### src/rtl/lsu_pkg.sv
`default_nettype none
// +------------------------------------------------------------------+
// | lsu_pkg : funct3 size codes, FSM state encoding, funct3 legality  |
// | Rev 1.0                                                          |
// +------------------------------------------------------------------+
package lsu_pkg;

  localparam logic [2:0] F3_B  = 3'b000;
  localparam logic [2:0] F3_H  = 3'b001;
  localparam logic [2:0] F3_W  = 3'b010;
  localparam logic [2:0] F3_BU = 3'b100;
  localparam logic [2:0] F3_HU = 3'b101;

  typedef enum logic [1:0] {
    S_IDLE   = 2'd0,
    S_ACCESS = 2'd1,
    S_WRITE  = 2'd2,
    S_RESP   = 2'd3
  } state_t;

  function automatic logic f3_legal(input logic store, input logic [2:0] f3);
    logic ok;
    ok = (f3 == F3_B) || (f3 == F3_H) || (f3 == F3_W);
    if (!store) begin
      ok = ok || (f3 == F3_BU) || (f3 == F3_HU);
    end
    return ok;
  endfunction

endpackage
`default_nettype wire

### src/rtl/lsu_align.sv
`default_nettype none
// +------------------------------------------------------------------+
// | lsu_align : load extraction/extension and sub-word store merge    |
// | Rev 1.0                                                          |
// +------------------------------------------------------------------+
module lsu_align
  import lsu_pkg::*;
(
  input  logic [31:0] i_word,
  input  logic [1:0]  i_offset,
  input  logic [2:0]  i_funct3,
  input  logic [31:0] i_wdata,
  output logic [31:0] o_load_val,
  output logic [31:0] o_store_word
);

  logic [4:0]  w_bsh;
  logic [4:0]  w_hsh;
  logic [7:0]  w_byte;
  logic [15:0] w_half;

  // Halves use offset[1] only and words ignore the offset, so misaligned
  // accesses are force-aligned when they are not trapped upstream.
  always_comb begin
    w_bsh        = {i_offset, 3'b000};
    w_hsh        = {i_offset[1], 4'b0000};
    w_byte       = 8'(i_word >> w_bsh);
    w_half       = 16'(i_word >> w_hsh);
    o_load_val   = '0;
    o_store_word = i_word;
    case (i_funct3)
      F3_B: begin
        o_load_val   = {{24{w_byte[7]}}, w_byte};
        o_store_word = (i_word & ~(32'h0000_00FF << w_bsh)) | ({24'h0, i_wdata[7:0]} << w_bsh);
      end
      F3_H: begin
        o_load_val   = {{16{w_half[15]}}, w_half};
        o_store_word = (i_word & ~(32'h0000_FFFF << w_hsh)) | ({16'h0, i_wdata[15:0]} << w_hsh);
      end
      F3_W: begin
        o_load_val   = i_word;
        o_store_word = i_wdata;
      end
      F3_BU:   o_load_val = {24'h0, w_byte};
      F3_HU:   o_load_val = {16'h0, w_half};
      default: o_load_val = '0;
    endcase
  end

endmodule
`default_nettype wire

### src/rtl/data_mem_lsu_ctrl.sv
`default_nettype none
// +------------------------------------------------------------------+
// | data_mem_lsu_ctrl : RV32 load/store sequencer for word memory     |
// | Option macro: LSU_MISALIGN_TRAP_EN (fault misaligned H/W access)  |
// | Rev 1.0                                                          |
// +------------------------------------------------------------------+
module data_mem_lsu_ctrl
  import lsu_pkg::*;
#(
  parameter int ADDR_W    = 32,
  parameter int MEM_WORDS = 21
) (
  input  logic              CLK,
  input  logic              RST,
  input  logic              req_valid,
  output logic              req_ready,
  input  logic              req_store,
  input  logic [2:0]        req_funct3,
  input  logic [ADDR_W-1:0] req_addr,
  input  logic [31:0]       req_wdata,
  output logic              resp_valid,
  input  logic              resp_ready,
  output logic [31:0]       resp_rdata,
  output logic              resp_fault,
  output logic              mem_en,
  output logic              mem_rw,
  output logic [ADDR_W-1:0] mem_addr,
  output logic [31:0]       mem_din,
  input  logic [31:0]       mem_dout
);

  localparam logic [ADDR_W-1:0] c_mem_words = ADDR_W'(MEM_WORDS);

  state_t            state_q, state_d;
  logic [ADDR_W-1:0] addr_q, addr_d;
  logic [31:0]       wdata_q, wdata_d;
  logic [31:0]       word_q, word_d;
  logic [31:0]       rdata_q, rdata_d;
  logic [2:0]        f3_q, f3_d;
  logic              store_q, store_d;
  logic              fault_q, fault_d;

  logic              w_accept;
  logic              w_oor;
  logic              w_misalign;
  logic              w_fault;
  logic [31:0]       w_align_word;
  logic [31:0]       w_load_val;
  logic [31:0]       w_store_word;

  assign req_ready = (state_q == S_IDLE) && !RST;
  assign w_accept  = req_valid && req_ready;
  assign w_oor     = {2'b00, req_addr[ADDR_W-1:2]} >= c_mem_words;

`ifdef LSU_MISALIGN_TRAP_EN
  assign w_misalign = ((req_funct3[1:0] == 2'b01) && req_addr[0]) ||
                      ((req_funct3[1:0] == 2'b10) && (req_addr[1:0] != 2'b00));
`else
  assign w_misalign = 1'b0;
`endif

  assign w_fault      = !f3_legal(req_store, req_funct3) || w_oor || w_misalign;
  assign w_align_word = (state_q == S_WRITE) ? word_q : mem_dout;

  lsu_align u_align (
    .i_word       (w_align_word),
    .i_offset     (addr_q[1:0]),
    .i_funct3     (f3_q),
    .i_wdata      (wdata_q),
    .o_load_val   (w_load_val),
    .o_store_word (w_store_word)
  );

  assign resp_valid = (state_q == S_RESP);
  assign resp_rdata = resp_valid ? rdata_q : 32'h0;
  assign resp_fault = resp_valid && fault_q;

  always_comb begin
    state_d  = state_q;
    addr_d   = addr_q;
    wdata_d  = wdata_q;
    word_d   = word_q;
    rdata_d  = rdata_q;
    f3_d     = f3_q;
    store_d  = store_q;
    fault_d  = fault_q;
    mem_en   = 1'b0;
    mem_rw   = 1'b0;
    mem_addr = '0;
    mem_din  = '0;
    case (state_q)
      S_IDLE: begin
        if (w_accept) begin
          addr_d  = req_addr;
          wdata_d = req_wdata;
          f3_d    = req_funct3;
          store_d = req_store;
          fault_d = w_fault;
          rdata_d = '0;
          state_d = w_fault ? S_RESP : S_ACCESS;
        end
      end
      S_ACCESS: begin
        mem_en   = 1'b1;
        mem_addr = {addr_q[ADDR_W-1:2], 2'b00};
        if (!store_q) begin
          rdata_d = w_load_val;
          state_d = S_RESP;
        end else if (f3_q == F3_W) begin
          mem_rw  = 1'b1;
          mem_din = wdata_q;
          state_d = S_RESP;
        end else begin
          // Sub-word store: read the word now, write the merged word next cycle.
          word_d  = mem_dout;
          state_d = S_WRITE;
        end
      end
      S_WRITE: begin
        mem_en   = 1'b1;
        mem_rw   = 1'b1;
        mem_addr = {addr_q[ADDR_W-1:2], 2'b00};
        mem_din  = w_store_word;
        state_d  = S_RESP;
      end
      S_RESP: begin
        if (resp_ready) begin
          state_d = S_IDLE;
        end
      end
      default: state_d = S_IDLE;
    endcase
  end

  always_ff @(posedge CLK) begin
    if (RST) begin
      state_q <= S_IDLE;
      addr_q  <= '0;
      wdata_q <= '0;
      word_q  <= '0;
      rdata_q <= '0;
      f3_q    <= '0;
      store_q <= 1'b0;
      fault_q <= 1'b0;
    end else begin
      state_q <= state_d;
      addr_q  <= addr_d;
      wdata_q <= wdata_d;
      word_q  <= word_d;
      rdata_q <= rdata_d;
      f3_q    <= f3_d;
      store_q <= store_d;
      fault_q <= fault_d;
    end
  end

endmodule
`default_nettype wire

### config.mk
export PLATFORM = sky130hd
export DESIGN_NAME = data_mem_lsu_ctrl
export DESIGN_NICKNAME = d
export VERILOG_FILES = /design/src/rtl/lsu_pkg.sv /design/src/rtl/lsu_align.sv /design/src/rtl/data_mem_lsu_ctrl.sv
export SDC_FILE = /design/constraint.sdc
export NUM_CORES = 1
export LEC_CHECK = 0
export BUFFER_PORTS_ARGS = -buffer_cell sky130_fd_sc_hd__buf_2
export CELL_PAD_IN_SITES_DETAIL_PLACEMENT = 1
export CELL_PAD_IN_SITES_GLOBAL_PLACEMENT = 2
export CORE_MARGIN = 2
export CORE_UTILIZATION = 30
export DETAILED_ROUTE_END_ITERATION = 12
export HOLD_SLACK_MARGIN = 0.05
export PLACE_DENSITY = 0.85
export SYNTH_ARGS = -nofsm -noshare
export SYNTH_HDL_FRONTEND = slang
export SYNTH_HIERARCHICAL = 1
export SYNTH_SLANG_ARGS = --single-unit
export TNS_END_PERCENT = 100
### constraint.sdc
create_clock -name CLK -period 3.2 [get_ports CLK]
set_input_delay 0.16 -clock CLK [delete_from_list [all_inputs] [get_ports CLK]]
set_output_delay 0.16 -clock CLK [all_outputs]
set_load 0.01 [all_outputs]
After elaboration in Yosys (flattened, before gate mapping)
Index checks and enable logic that the tools add are counted.
{ "totals": {"ff_bits": 135, "inputBits": 104, "output_inout_bits": 101, "elab_cells": 77} }
{ "classes": {"n_lt_le_gt_ge": 1, "n_eq_ne": 14, "shifts": 6, "muxes": 22, "bitwise": 7, "n_reduce_logical": 19} }
{ "op_table": {"columns": ["cell", "n"], "rows": [
  ["$mux W32", 7],
  ["$pmux W32 S5", 1],
  ["$pmux W32 S2", 2],
  ["$pmux W32 S3", 1],
  ["$and A32 B32 Y32", 2],
  ["$not A32 Y32", 2],
  ["$or A32 B32 Y32", 2],
  ["$shl A16 B5 Y32", 1],
  ["$shl A16 B5 Y32 const A", 1],
  ["$shl A8 B5 Y32", 1],
  ["$shl A8 B5 Y32 const A", 1],
  ["$shr A32 B5 Y16", 1],
  ["$shr A32 B5 Y8", 1],
  ["$ge A30 B5 Y1 const B", 1],
  ["$eq A3 B3 Y1 const B", 4],
  ["$pmux W2 S4", 1],
  ["$eq A3 B1 Y1 const B", 2],
  ["$eq A3 B2 Y1 const B", 2],
  ["$logic_not A3 Y1", 2],
  ["$mux W1", 6],
  ["$mux W2", 3],
  ["$reduce_and A3 Y1", 2],
  ["$logic_or A1 B1 Y1", 5],
  ["$eq A2 B2 Y1 const B", 2],
  ["11 further kinds", 16]
]} }

Logic depth before layout (Yosys ltp)
{ "depth": {"word_depth": 11, "ltp_mapped": 13, "mapped_depth_nobuf": 9} }

Hierarchy
The synthesis kept the hierarchy.
{ "modules_own_cells": {"columns": ["mod", "instances", "cells_per_inst", "area_per_inst_um2"], "rows": [
  ["data_mem_lsu_ctrl", 1, 806, 6241.0],
  ["lsu_align", 1, 221, 1493.9]
]} }

Worst setup path before layout
Ideal clock, no wire load.
{ "synth_timing": {"path_type": "flip-flop to flip-flop", "start": "register state_q[0]", "end": "register rdata_q[22]", "setup_ns": 0.132, "t_arrival_ns": 2.504, "required_ns": 3.068, "path_slack_ns": 0.564, "path_stages_with_launch": 14, "path_buffers": 4, "synth_period_minus_slack_ns": 2.636, "path_cell_list": "dfxtp_1 inv_1 ha_1 clkbuf_1 buf_2 mux2_2 mux2_4 a22oi_2 nand2b_1 buf_4 buf_6 o211ai_1 nand3_1 a21oi_1"} }
{ "synth_between": {"elab_chain_len": 6, "word_cells_on_any_way": 15, "cone_classes": "4 x eq/ne; 2 x shift; 4 x mux; 5 x reduce/logical"} }
{ "synth_rtl": {"columns": ["element", "line", "text"], "rows": [
  ["start: declaration", "data_mem_lsu_ctrl.sv:34", "state_t state_q, state_d;"],
  ["start signal: assignment", "data_mem_lsu_ctrl.sv:146", "state_q <= state_d;"],
  ["$eq A2 B2 Y1", "data_mem_lsu_ctrl.sv:63", "assign w_align_word = (state_q == S_WRITE) ? word_q : mem_dout;"],
  ["$mux W32", "data_mem_lsu_ctrl.sv:63", null],
  ["via w_align_word[23]", "data_mem_lsu_ctrl.sv:47", "logic [31:0] w_align_word;"],
  ["$shr A32 B5 Y8", "lsu_align.sv:27", "w_byte = 8'(i_word >> w_bsh);"],
  ["$pmux W32 S5", "lsu_align.sv:31", "case (i_funct3)"],
  ["via w_load_val[22]", "data_mem_lsu_ctrl.sv:48", "logic [31:0] w_load_val;"],
  ["$mux W32", "data_mem_lsu_ctrl.sv:106", "if (!store_q) begin"],
  ["$pmux W32 S2", "data_mem_lsu_ctrl.sv:91", "case (state_q)"],
  ["end signal: assignment", "data_mem_lsu_ctrl.sv:150", "rdata_q <= rdata_d;"],
  ["end: declaration", "data_mem_lsu_ctrl.sv:38", "logic [31:0] rdata_q, rdata_d;"]
]} }
The timed path passes the listed nets, and every way through them passes these cells. The select of a mux whose other input is x is not followed.
A chain may end at the register's enable or synchronous reset.

Worst setup path after layout
{ "layout_timing": {"start": "register state_q[0]", "end": "output port mem_din[12]"} }
{ "layout_between": {"elab_chain_len": 6, "word_cells_on_any_way": 9, "cone_classes": "2 x eq/ne; 3 x mux; 4 x bitwise"} }
{ "layout_rtl": {"columns": ["element", "line", "text"], "rows": [
  ["$eq A2 B2 Y1 (*)", "data_mem_lsu_ctrl.sv:63", null],
  ["$mux W32 (*)", "data_mem_lsu_ctrl.sv:63", null],
  ["via w_align_word[12]", "data_mem_lsu_ctrl.sv:47", null],
  ["$and A32 B32 Y32, on equally long branches", "lsu_align.sv:38, lsu_align.sv:34", null],
  ["$or A32 B32 Y32, on equally long branches", "lsu_align.sv:38, lsu_align.sv:34", null],
  ["$pmux W32 S3 (*)", "lsu_align.sv:31", null],
  ["via w_store_word[12]", "data_mem_lsu_ctrl.sv:49", "logic [31:0] w_store_word;"],
  ["$pmux W32 S2 (*)", "data_mem_lsu_ctrl.sv:91", null],
  ["end: declaration", "data_mem_lsu_ctrl.sv:28", "output logic [31:0] mem_din,"]
]} }
The timed path passes the listed nets; every way through them passes the cells marked *.

==> flow_metrics.env <==
export IMPL_status="finished, final reports clean"
export IMPL_avgRoutedWirePerCell_um=19.00
export IMPL_drv_slew=0
export IMPL_clock_latency_ns=0.43
export IMPL_worstPathArrival_ns=2.76
export IMPL_fp_dieArea_um2=27080
export IMPL_crit_path_max_fanout=33
export IMPL_cp_end_kind="output port"
export IMPL_post_route_drc_count=0
export IMPL_setup_violations=0
export IMPL_grt_overflow=0
export IMPL_cp_slowest_cell="mux2_2"
export IMPL_worst_path_buf_inv=3
export IMPL_max_stage_delay_ns=0.42
export IMPL_final_cell_mix="nand2_1, buf_2, dfxtp_1"
export IMPL_die_w_um=164.6
export IMPL_tritoncts="built"
export IMPL_ys_seq_area_frac=0.3494
export IMPL_cellLeakagePower_nw=4.587
export IMPL_combPwrFrac=0.407
export IMPL_rr_worst_depth=9
export IMPL_vias=8404
export IMPL_max_freq_mhz=342.1
export IMPL_p_int_w=0.004410
export IMPL_hold_violations=0
export IMPL_dr_pass1_iters=5
export IMPL_vias_per_cell=5.169
export IMPL_synth_warnings=6
export IMPL_tightest_slew_ns=0.8829
export IMPL_num_io_pins=205
export IMPL_final_common_cell="nand2_1"
export IMPL_p_switching_w=0.002798
export IMPL_core_um2=25250
export IMPL_portBuffers=202
export IMPL_place_gp_congestion=0.8753
export IMPL_worstPathCellList="inv_1, ha_4, buf_6, mux2_2, and2_1, a221o_1, a22oi_1, nor2b_1, buf_2"
export IMPL_min_path_type="primary input to flop"
export IMPL_ant_nets=0
export IMPL_cts_max_level=4
export IMPL_grt_use_total=0.2286
export IMPL_grt_pass1_wl_mm=47.63
export IMPL_maxCapViolations=0
export IMPL_drive_gt1_frac=0.2486
export IMPL_slew_headroom=0.4092
export IMPL_vdd_drop_max_mv=0.3801
export IMPL_switching_share=0.3882
export IMPL_synth_seq_cells=135
export IMPL_drtIter0Drc=552
export IMPL_finClkSkew_ns=0.007625
export IMPL_seqPwrFrac=0.297
export IMPL_dp_slack_ns=0.5207
export IMPL_routed_wl_mm=30.90
export IMPL_antenna_found_initial=2
export IMPL_cp_required_ns=3.04
export IMPL_clk_path_buf_depth=2
export IMPL_clkPwrFrac=0.296
export IMPL_start_util=0.3063
export IMPL_synth_cell_types=51
export IMPL_clkSinkCount=135
export IMPL_numCtsBuffers=17
export IMPL_die_h_um=164.6
export IMPL_nets=1390
export IMPL_min_path_cells=5
export IMPL_path_depth=9
export IMPL_cellPowerDensity_nw_per_um2=682.8
export IMPL_synth_area_per_cell_um2=7.532
export IMPL_syn_to_final_growth_pct=36.49
export IMPL_syn_inst=1027
export IMPL_fin_crit_sh=0.9136
export IMPL_fillers=3133
export IMPL_cts_clk_slew_worst_paths_ns=0.06
export IMPL_grt_start_max_net_pins=71
export IMPL_rows=58
export IMPL_finalSetupTns_ns=0
export IMPL_rsz0062_at_grt="false"
export IMPL_worstSetupPathType="flop to output port"
export IMPL_netlist_area_um2=7735
export IMPL_crit_path_start_kind="flop"
export IMPL_grt_pass1_vias=8476
export IMPL_crit_family="buffers and inverters"
export IMPL_fin_crit_ns=2.923
export IMPL_clockRootBuffer="clkbuf_16"
export IMPL_hpwl_mm=21.46
export IMPL_layout_setup_ws_ns=0.2765
Yosys cell counts, drive strengths merged:
| cell type | number | area (um2) |
|---|---|---|
| a2111oi | 1 | 8.760 |
| a211oi | 2 | 15.01 |
| a21o | 1 | 15.01 |
| a21oi | 75 | 379.1 |
| a221o | 31 | 310.3 |
| a22oi | 40 | 305.3 |
| a31oi | 1 | 6.260 |
| a41oi | 1 | 8.760 |
| and2 | 72 | 450.4 |
| and3 | 9 | 56.30 |
| and3b | 1 | 8.760 |
| buf | 52 | 302.8 |
| clkbuf | 41 | 153.9 |
| conb | 1 | 3.750 |
| dfxtp | 135 | 2703 |
| ha | 4 | 50.05 |
| inv | 11 | 41.29 |
| mux2 | 41 | 465.4 |
| mux2i | 17 | 170.2 |
| nand2 | 265 | 994.7 |
| nand2b | 4 | 25.02 |
| nand3 | 115 | 575.6 |
| nand3b | 1 | 7.510 |
| nand4 | 1 | 6.260 |
| nor2 | 22 | 95.09 |
| nor2b | 40 | 250.2 |
| nor3 | 3 | 15.01 |
| nor4 | 5 | 31.28 |
| o211a | 1 | 10.01 |
| o211ai | 11 | 82.58 |
| o21a | 3 | 30.02 |
| o21ai | 7 | 65.06 |
| o21ba | 1 | 10.01 |
| o221ai | 1 | 8.760 |
| o22ai | 7 | 43.79 |
| or2 | 1 | 6.260 |
| or3 | 2 | 12.51 |
| or3b | 1 | 11.26 |
tightest hold or removal path, stage by stage:
cell and delay (ns):
buf_2 0.12, nand2b_1 0.08, a21oi_1 0.10, o21ai_1 0.08, a211oi_1 0.07
routing by layer:
layer  wire length, um  up-vias  track usage
met2             14620      269       0.3766
met4               748        2      0.07628
met5                13        -            0
met3              1906       51      0.05173
met1             13610     4033       0.2954
li1                  -     4049            -
final cells by class:
class	instances	area [um2]	share of cell area
diodes	1	2.502	0.0002370
clock buffers	17	425.4	0.04029
clock inverters	15	200.2	0.01896
inverters	11	41.29	0.003911
multi-input cells	789	4562	0.4321
flip-flops and latches	135	2703	0.2560
well taps	330	412.9	0.03911
repair buffers	328	2211	0.2094
timing repair:
item	CTS	global route
gates resized for setup	0	4
hold endpoints to repair	100	0
buffers inserted	0	0
hold buffers	100	0
endpoints found under the setup margin	0	22
sequential cells by signal (all words and copies together), names as in the netlist:
name,count
addr_q,32
f3_q,3
fault_q,1
rdata_q,32
state_q,2
store_q,1
wdata_q,32
word_q,32
stage by stage:
step	hold slack, ns	instances	cell area (um2)	utilization	total power, W
finish	0.2421	1626	10560	0.4181	0.007208
global route	0.2923	1626	10560	0.4181	0.007612
CTS	0.2281	1625	10540	0.4172	0.007200
detailed placement	0.3510	1493	8910	0.3528	0.004965
global placement	0.3449	1493	8910	0.3528	0.004916
floorplan	0.2590	1028	7739	-	0.004099
path summary, 6_finish.rpt:
kind	startpoint	end	slack, ns
worst max-delay path	state_q[0]	mem_din[12]	0.28
worst min-delay path	req_valid	state_q[0]	0.24
worst max register to register	state_q[0]	rdata_q[9]	0.66
worst min register to register	rdata_q[29]	rdata_q[29]	0.45
kinds of logic after synthesis:
logic type | Yosys count | synth area share
adder cells (fa/ha/maj) | 4 | 0.006471
multiplexers | 58 | 0.08217
buffers and inverters | 104 | 0.06438
other | 1 | 0.0004848
flip-flops | 135 | 0.3494
AND/OR/NAND/NOR | 542 | 0.3292
AO/OA/AOI/OAI | 183 | 0.1679
power by group through the flow:
stage / clock network, W / logic, W / registers, W
after detailed placement: 0 / 0.00280 / 0.00217
after floorplan: 0 / 0.00202 / 0.00207
after global routing: 0.00225 / 0.00319 / 0.00217
after global placement: 0 / 0.00276 / 0.00216
after CTS: 0.00216 / 0.00291 / 0.00213
final: 0.00213 / 0.00294 / 0.00214
Note: power is estimated with default switching activity, not from simulation.
